<file path="src/rtl/matmul_ip_pkg.sv">
// matmul_ip_pkg: shared state encoding, CON bit map and element counts for the matmul IP sequencer.
package matmul_ip_pkg;
  localparam logic [2:0] ST_IDLE  = 3'd0;
  localparam logic [2:0] ST_LOAD  = 3'd1;
  localparam logic [2:0] ST_SEND  = 3'd2;
  localparam logic [2:0] ST_WAIT  = 3'd3;
  localparam logic [2:0] ST_READ  = 3'd4;
  localparam logic [2:0] ST_CLEAR = 3'd5;
  localparam int CON_RD    = 8;
  localparam int CON_ROW   = 6;
  localparam int CON_COL   = 4;
  localparam int CON_START = 2;
  localparam int CON_INIT  = 1;
  localparam int CON_MODE  = 0;
  localparam int N_ELEM_4X4 = 16;
  localparam int N_ELEM_3X3 = 9;
  localparam int N_BEATS    = 8;
  function automatic logic [1:0] dim_last(input logic m);
    return m ? 2'd2 : 2'd3;
  endfunction
endpackage

</file>
<file path="src/rtl/seq_operand_buf.sv">
// seq_operand_buf: 8x16 operand buffer, written in beat order and read by index.
module seq_operand_buf (
  input  logic        CLK,
  input  logic        RSTN,
  input  logic        we,
  input  logic [2:0]  waddr,
  input  logic [15:0] wdata,
  input  logic [2:0]  raddr,
  output logic [15:0] rdata
);
  logic [7:0][15:0] mem;
  always_ff @(posedge CLK or negedge RSTN)
    if (!RSTN) mem <= '0;
    else if (we) mem[waddr] <= wdata;
  assign rdata = mem[raddr];
endmodule

</file>
<file path="src/rtl/matmul_ip_sequencer.sv">
// matmul_ip_sequencer: loads A/B operand beats, streams them to the accelerator, waits, then reads C back row-major.
module matmul_ip_sequencer
  import matmul_ip_pkg::*;
#(
  parameter int WAIT_CYCLES = 16,
  parameter int CLR_CYCLES  = 2
) (
  input  logic        CLK,
  input  logic        RSTN,
  input  logic        in_valid,
  output logic        in_ready,
  input  logic [15:0] in_data,
  input  logic        in_mode,
  input  logic        clr_req,
  output logic        busy,
  output logic        res_valid,
  input  logic        res_ready,
  output logic [31:0] res_data,
  output logic [1:0]  res_row,
  output logic [1:0]  res_col,
  output logic        res_last,
  output logic [31:0] IPIN,
  output logic [31:0] CON,
  input  logic [31:0] IPOUT
);
  localparam int CW_A = $clog2(WAIT_CYCLES) > 3 ? $clog2(WAIT_CYCLES) : 3;
  localparam int CW   = $clog2(CLR_CYCLES) > CW_A ? $clog2(CLR_CYCLES) : CW_A;
  localparam logic [CW-1:0] WAIT_LAST = CW'(WAIT_CYCLES - 1);
  localparam logic [CW-1:0] CLR_LAST  = CW'(CLR_CYCLES - 1);
  localparam logic [2:0]    BEAT_LAST = 3'(N_BEATS - 1);
  if (WAIT_CYCLES < 14) begin : g_bad_wait
    $error("WAIT_CYCLES must be >= 14");
  end
  logic [2:0]    state;
  logic [CW-1:0] cnt;
  logic          mode;
  logic [1:0]    row, col;
  logic [3:0]    ecnt;
  logic [15:0]   buf_rdata;
  logic [3:0]    last_e;
  logic          beat_ok;
  assign last_e   = mode ? 4'(N_ELEM_3X3 - 1) : 4'(N_ELEM_4X4 - 1);
  assign in_ready = RSTN && ((state == ST_IDLE && !clr_req) || state == ST_LOAD);
  assign beat_ok  = in_valid && in_ready;
  assign busy     = state != ST_IDLE;
  assign IPIN     = state == ST_SEND ? {16'b0, buf_rdata} : 32'd0;
  seq_operand_buf u_buf (
    .CLK   (CLK),
    .RSTN  (RSTN),
    .we    (beat_ok),
    .waddr (cnt[2:0]),
    .wdata (in_data),
    .raddr (cnt[2:0]),
    .rdata (buf_rdata)
  );
  always_comb begin
    CON = '0;
    CON[CON_START]    = state == ST_SEND;
    CON[CON_INIT]     = state == ST_CLEAR;
    CON[CON_RD]       = state == ST_READ;
    CON[CON_ROW +: 2] = state == ST_READ ? row : 2'd0;
    CON[CON_COL +: 2] = state == ST_READ ? col : 2'd0;
    CON[CON_MODE]     = state != ST_IDLE && state != ST_LOAD && mode;
  end
  // READ alternates: capture IPOUT while res_valid is low, then hold until the handshake.
  always_ff @(posedge CLK or negedge RSTN)
    if (!RSTN) begin
      state     <= ST_IDLE;
      cnt       <= '0;
      mode      <= 1'b0;
      row       <= 2'd0;
      col       <= 2'd0;
      ecnt      <= 4'd0;
      res_valid <= 1'b0;
      res_data  <= 32'd0;
      res_row   <= 2'd0;
      res_col   <= 2'd0;
      res_last  <= 1'b0;
    end else begin
      case (state)
        ST_IDLE:
          if (clr_req) begin
            state <= ST_CLEAR;
            mode  <= in_mode;
            cnt   <= '0;
          end else if (in_valid) begin
            state <= ST_LOAD;
            mode  <= in_mode;
            cnt   <= CW'(1);
          end
        ST_LOAD:
          if (in_valid) begin
            cnt <= cnt + 1'b1;
            if (cnt[2:0] == BEAT_LAST) begin
              state <= ST_SEND;
              cnt   <= '0;
            end
          end
        ST_SEND: begin
          cnt <= cnt + 1'b1;
          if (cnt[2:0] == BEAT_LAST) begin
            state <= ST_WAIT;
            cnt   <= '0;
          end
        end
        ST_WAIT: begin
          cnt <= cnt + 1'b1;
          if (cnt == WAIT_LAST) begin
            state <= ST_READ;
            cnt   <= '0;
            row   <= 2'd0;
            col   <= 2'd0;
            ecnt  <= 4'd0;
          end
        end
        ST_READ:
          if (!res_valid) begin
            res_valid <= 1'b1;
            res_data  <= IPOUT;
            res_row   <= row;
            res_col   <= col;
            res_last  <= ecnt == last_e;
          end else if (res_ready) begin
            res_valid <= 1'b0;
            res_last  <= 1'b0;
            ecnt      <= ecnt + 4'd1;
            col       <= col == dim_last(mode) ? 2'd0 : col + 2'd1;
            row       <= col == dim_last(mode) ? row + 2'd1 : row;
            if (res_last) state <= ST_IDLE;
          end
        ST_CLEAR: begin
          cnt <= cnt + 1'b1;
          if (cnt == CLR_LAST) begin
            state <= ST_IDLE;
            cnt   <= '0;
          end
        end
        default: state <= ST_IDLE;
      endcase
    end
endmodule

</file>
<file path="config.mk">
export PLATFORM = sky130hd
export DESIGN_NAME = matmul_ip_sequencer
export DESIGN_NICKNAME = d
export VERILOG_FILES = /design/src/rtl/matmul_ip_pkg.sv /design/src/rtl/seq_operand_buf.sv /design/src/rtl/matmul_ip_sequencer.sv
export SDC_FILE = /design/constraint.sdc
export NUM_CORES = 1
export LEC_CHECK = 0
export ABC_AREA = 1
export CORE_ASPECT_RATIO = 0.8
export CORE_UTILIZATION = 25
export CTS_CLUSTER_SIZE = 10
export DETAILED_ROUTE_END_ITERATION = 8
export GPL_TIMING_DRIVEN = 0
export PLACE_DENSITY = 0.52
export SLEW_MARGIN = 20
export SYNTH_ARGS = -nofsm -noshare
export SYNTH_HDL_FRONTEND = slang
export SYNTH_SLANG_ARGS = --single-unit
</file>
<file path="constraint.sdc">
create_clock -name CLK -period 1.9 [get_ports CLK]
set_clock_uncertainty 0.15 [all_clocks]
set_input_delay 0.19 -clock CLK [delete_from_list [all_inputs] [get_ports CLK]]
set_output_delay 0.19 -clock CLK [all_outputs]
set_load 0.01 [all_outputs]
</file>
==> reports/results.tsv, run 1 <==
metric	value	unit
synth_seq_cells	182	
critPathLaunchType	flop	
max_slew_margin	66.0	%
reg2reg_to	u_buf.mem[6]	
hpwl	20.0	mm
p_total	17.5	mW
antenna_found_initial	0	
cts_tree	done	
setup_violations	102	
core_area	0.0337	mm^2
worst-path-buf-inv	5	
criticalPathCategory	reg2out	
rows	60	
report.final.slew_viol_count	0	
synthesis.area	0.00859	mm^2
rrSetupSlack	-0.09	ns
diodes	0	
synth_warnings	0	
hold_ws	-0.624	ns
ys_seq_area_share	53.0	%
ys_top_cells_by_area	dfrtp_1 53%, nand2_1 19%, o21ai_1 5.7%, o21ai_0 4.0%, a21oi_1 3.9%	
grt_max_degree	95	
ys_types	24	
setup_tns	-9.53	ns
period_needed	2.39	ns
port_buffers	116	
syn_avg_cell_area	8.02	um^2
vias	8159	
dieArea	0.0351	mm^2
areaGrowthSynthToFinish	54.5	%
drt_iter0_drc	695	
grt_first_pass_wirelength	44.8	mm
hp-class	in2async	
yosysTopAreaCellShare	53.0	%
r2r-start	state[1]	
critical_path_arrival	2.05	ns
stdcell_count	1763	
crit_family	buffers and inverters	
rsz0062_at_grt	true	
clock_latency	0.44	ns
synth_top_cell_by_area	dfrtp_1	
end_kind	output port	
ant_nets	0	
die_h	168	um
cts-root-buf	clkbuf_16	
rr_worst_depth	9	
h-tree-depth	4	
fin_crit_sh	126	%
clock_path_buffers	2	
syn_inst	1071	
num-fill-cells	3341	
grt_pass1_vias	7732	
run_status	finished, violations left	
cap_violations	0	
wl_per_cell	17.2	um
gp_congestion	0.827	
clk_pin_slew	0.08	ns
ir_drop	0.605	mV
dr.pass1.iters	5	
nets	1374	
drive_gt1_share	33.6	%
post-place-ws	-1.01	ns
placed_cells	1662	
crit_chain	buf_6, inv_8, buf_12, buf_12, nand2_1, a21oi_2, o21ai_0, a21oi_2, buf_2	
finalHoldViolations	182	
start_util	25.5	%
power_density	1320	mW/mm^2
max_stage_delay	0.40	ns
tightest_slew	0.510	ns
avgViaCountPerCell	4.63	
leakagePower	6.09	nW
die_w	209	um
fmax	0.418	GHz
layout_setup_ws	-0.491	ns
overflow	0	
slowest_stage	dfrtp_1	
groute.usage.overall	16.5	%
pin_count	158	
drc	0	
path_max_fanout	6	
violations	hold timing, setup timing	
critPathRequiredTime	1.56	ns
wirelength	30.3	mm
numCtsBuffers	17	
cts_sinks	182	
[Yosys cell counts, drive strengths merged]
| cell type | n |
|---|---|
| conb | 1 |
| buf | 75 |
| o31ai | 2 |
| nor3 | 7 |
| a21oi | 68 |
| o21ai | 166 |
| inv | 44 |
| xnor2 | 1 |
| dfrtp | 182 |
| xor2 | 3 |
| nand3 | 30 |
| clkbuf | 21 |
| nand2 | 428 |
| nand4 | 5 |
| nor2 | 33 |
| o22ai | 1 |
| ha | 4 |
[registers in the layout, indices dropped and copies added (netlist names)]
| signal | flops |
|---|---|
| res_valid | 1 |
| res_data | 32 |
| res_last | 1 |
| col | 2 |
| row | 2 |
| cnt | 4 |
| res_col | 2 |
| res_row | 2 |
| state | 3 |
| u_buf.mem | 128 |
| ecnt | 4 |
| mode | 1 |
[layout make-up]
cell class                      instances  area (um^2)  area share [%]
Clock buffer                           17          425            3.21
Inverter                               44          185            1.40
Buffer                                 96         1020            7.67
Tap cell                              434          543            4.09
Sequential cell                       182         4560            34.4
Clock inverter                         15          203            1.53
Timing Repair Buffer                  187         1980            15.0
Multi-Input combinational cell        788         4350            32.8
[layout by cell type (no fill, tap or decap), types with 9 or more instances in the layout]
master and instances:
o21ai_1 104, nor2_4 11, a21oi_2 48, conb_1 40, nand3_1 20, clkbuf_16 31
o21ai_0 20, inv_1 37, buf_4 83, o21ai_2 42, nand2_2 65, clkdlybuf4s50_1 89
buf_12 9, buf_8 23, nand2_4 25, a21oi_1 18, buf_2 19, nand2_1 338
dfrtp_1 177, buf_6 27, nor2_1 19
[logic make-up (layout without fill, tap and decap cells)]
family          Yosys count  in the layout  synth area share [%]
fa+ha+maj                 4              4                 0.583
flops                   182            182                  53.0
simple gates            503            503                  23.5
xor+xnor                  4              4                 0.408
compound gates          237            237                  14.0
other cells               1             40                0.0437
buf+inv                 140            359                  8.44
[through the flow]
| stage | cell area [um^2] | util, % | hold slack, ns |
|---|---|---|---|
| after floorplan | 8740 | - | -0.256 |
| after global placement | 10400 | 31.0 | 0.306 |
| after detailed placement | 10500 | 31.2 | -0.167 |
| after CTS | 12100 | 35.9 | -0.637 |
| after global routing | 13300 | 39.4 | -0.641 |
| final | 13300 | 39.4 | -0.624 |
[power breakdown]
| part | internal, mW | leakage (nW) | switching (mW) |
|---|---|---|---|
| Sequential | 5.05 | 2.39 | 0.839 |
| Clock | 1.93 | 0.306 | 1.85 |
| Combinational | 3.64 | 3.40 | 4.21 |
[worst max-delay path by stage]
stage / start / to / slack (ns) / cells past startpoint
2_1_floorplan: cnt[1] / state[0] / 0.02 / 11
3_3_place_gp: RSTN / u_buf.mem[75] / -7.84 / 7
3_5_place_dp: cnt[0] / IPIN[8] / -1.01 / 9
4_1_cts: cnt[0] / IPIN[14] / -0.48 / 10
5_1_grt: cnt[0] / IPIN[12] / -0.54 / 9
6_report: cnt[0] / IPIN[12] / -0.49 / 9
[layer usage]
layer	wire length, um	track usage [%]	vias to the layer above
met5	0	0	-
met4	392	4.32	0
met3	1730	1.82	21
met2	13600	25.2	231
met1	14600	24.6	4033
li1	-	-	3874
[what timing repair did]
| action | CTS | global route |
|---|---|---|
| setup endpoints to repair | 198 | 167 |
| hold endpoints to repair | 182 | 182 |
| gates resized for setup | 314 | 275 |
| setup buffers | 36 | 19 |
| cloned | 5 | 13 |
| pin swaps | 42 | 33 |
Note: power is estimated with default switching activity, not from simulation.
==> run 2: changes to the inputs <==
- GPL_TIMING_DRIVEN: 0 -> not set
==> run 2 against run 1 <==
Critical path type unchanged. The run ends with setup timing left. Critical endpoint is now IPIN[4]. Sequential power up 2%. Global-route usage rose by 0.35 points. First-iteration DRC count fell by 16%. Non-clock buffer count decreased by 27. Largest cell class unchanged. Sequential share of layout area up 0.095 points.
==> reports/results.tsv, run 2 (synthesized netlist as in run 1, its figures left out) <==
metric	value	unit	change
largest_register_ffs	128		unchanged
clkPwrFrac	20.1	%	was 21.5%
critPathLaunchType	flop		unchanged
switching_power	6.97	mW	was 6.90 mW
die_w	209	um	unchanged
period_needed	2.35	ns	was 2.39 ns
cap_violations	0		unchanged
report.final.slew_viol_count	0		unchanged
seq_power_share	32.7	%	was 33.6%
power_density	1390	mW/mm^2	was 1320 mW/mm^2
layout_setup_ws	-0.446	ns	was -0.491 ns
h-tree-depth	4		unchanged
setup_tns	-12.75	ns	was -9.53 ns
cts_tree	done		unchanged
run_status	finished, violations left		unchanged
critical_path_arrival	2.01	ns	was 2.05 ns
core_area	0.0337	mm^2	unchanged
die_h	168	um	unchanged
violations	setup timing		was hold timing, setup timing
hpwl	17.1	mm	was 20.0 mm
end_kind	output port		unchanged
rr_worst_depth	12		was 9
final_area	0.0132	mm^2	was 0.0133 mm^2
areaGrowthSynthToFinish	53.9	%	was 54.5%
tightest_slew	0.606	ns	was 0.510 ns
grt_first_pass_wirelength	45.3	mm	was 44.8 mm
p_total	18.3	mW	was 17.5 mW
reg2reg_to	u_buf.mem[113]		was u_buf.mem[6]
crit_path_start	cnt[0]		unchanged
fin_crit_sh	123	%	was 126%
final_cell_mix	317 x nand2_1, 180 x dfrtp_1, 107 x o21ai_1, 90 x clkdlybuf4s50_1, 76 x nand2_2		was 338 x nand2_1, 177 x dfrtp_1, 104 x o21ai_1, 89 x clkdlybuf4s50_1, 83 x buf_4
place_area	0.0107	mm^2	was 0.0105 mm^2
finalHoldViolations	0		was 182
pin_count	158		unchanged
overflow	0		unchanged
final_common_cell	nand2_1		unchanged
clock_latency	0.44	ns	about the same
groute.usage.overall	16.9	%	was 16.5%
gp_congestion	0.774		was 0.827
wl_per_cell	17.5	um	was 17.2 um
cp-endpoint	IPIN[4]		was IPIN[12]
drive_gt1_share	32.3	%	was 33.6%
dr.pass1.iters	5		unchanged
hp-class	in2reg		was in2async
port_buffers	117		was 116
path_max_fanout	7		was 6
leakagePower	6.02	nW	was 6.09 nW
netSwitchingFraction	38.1	%	was 39.4%
reg.largest.list	u_buf.mem x128, res_data x32		unchanged
internal-power	11.3	mW	was 10.6 mW
dieArea	0.0351	mm^2	unchanged
diodes	0		unchanged
avgViaCountPerCell	4.63		about the same
combPwrFrac	47.2	%	was 44.8%
numCtsBuffers	17		unchanged
nets	1347		was 1374
rsz0062_at_grt	true		unchanged
regMostFlops	u_buf.mem		unchanged
start_util	25.5	%	unchanged
ant_nets	0		unchanged
post-place-ws	-0.364	ns	was -1.01 ns
r2r-start	state[2]		was state[1]
fmax	0.426	GHz	was 0.418 GHz
drt_iter0_drc	585		was 695
vias	8038		was 8159
rows	60		unchanged
hold_ws	0.120	ns	was -0.624 ns
drc	0		unchanged
antenna_found_initial	0		unchanged
clock_path_buffers	2		unchanged
rrSetupSlack	-0.15	ns	was -0.09 ns
criticalPathCategory	reg2out		unchanged
grt_max_degree	95		unchanged
cts_sinks	182		unchanged
ir_drop	0.693	mV	was 0.605 mV
clk_pin_slew	0.08	ns	about the same
critPathRequiredTime	1.56	ns	about the same
max_slew_margin	59.6	%	was 66.0%
wirelength	30.4	mm	was 30.3 mm
setup_violations	112		was 102
cts-root-buf	clkbuf_16		unchanged
grt_pass1_vias	7855		was 7732
[run 2: cell types whose count changed in the layout (fill, tap and decap cells not counted), sizes merged, moves of 2 or more]
cell / delta
clkinv: -3
bufbuf: +2
clkinvlp: +4
buf: -6
inv: -3
clkbuf: -22
[run 2: how the worst min path moves through the flow]
stage / start / to / slack, ns / depth (start not counted)
after floorplan: RSTN / cnt[0] / -0.26 / 0
after global placement: RSTN / u_buf.mem[108] / 0.19 / 2
after detailed placement: RSTN / cnt[3] / 0.19 / 2
after CTS: IPOUT[23] / res_data[23] / 0.10 / 3
after global routing: IPOUT[12] / res_data[12] / 0.11 / 3
final: IPOUT[23] / res_data[23] / 0.12 / 3
[run 2: power by group through the flow]
| stage | Clock, mW | Sequential [mW] | Combinational (mW) |
|---|---|---|---|
| finish | 3.69 | 5.98 | 8.64 |
| global route | 3.95 | 6.12 | 9.36 |
| CTS | 3.80 | 5.85 | 7.89 |
| detailed placement | 0 | 5.79 | 6.09 |
| global placement | 0 | 5.78 | 6.01 |
| floorplan | 0 | 5.85 | 3.02 |
[run 2: what timing repair did]
item	CTS	global route
endpoints found under the setup margin	134	169
setup buffers	31	13
gates cloned	15	6
resized for setup	284	207
pin swaps	36	32
endpoints found under the hold margin	182	0
hold buffers	1	0
[run 2: final cells by class]
cell class	instances	area (um^2)
tap	434	543
clock inverter	13	159
inverter	44	179
sequential	182	4560
clock buffer	19	443
timing repair buffer	256	2970
multi-input combinational	788	4370
fill	3300	20500
[run 2: metrics by stage]
stage	cells	util, %
after floorplan	1110	-
after global routing	1736	39.2
after CTS	1725	36.8
after global placement	1648	31.8
after detailed placement	1648	31.8
final	1736	39.2
[run 2: worst max-delay path: stages (launching register included)]
cell     delay (ns)
dfrtp_2        0.49
inv_8          0.14
buf_12         0.13
buf_12         0.11
buf_12         0.11
nand2_4        0.04
a21oi_2        0.12
o21ai_1        0.08
a21oi_1        0.18
buf_2          0.16
[run 2: routing by layer]
layer / vias up / GRT usage, % / part of all wire [%]
li1: 3838 / - / -
met1: 3899 / 23.8 / 46
met2: 254 / 26.0 / 46
met3: 47 / 3.02 / 6.0
met4: 0 / 5.43 / 2.2
met5: - / 0 / 0
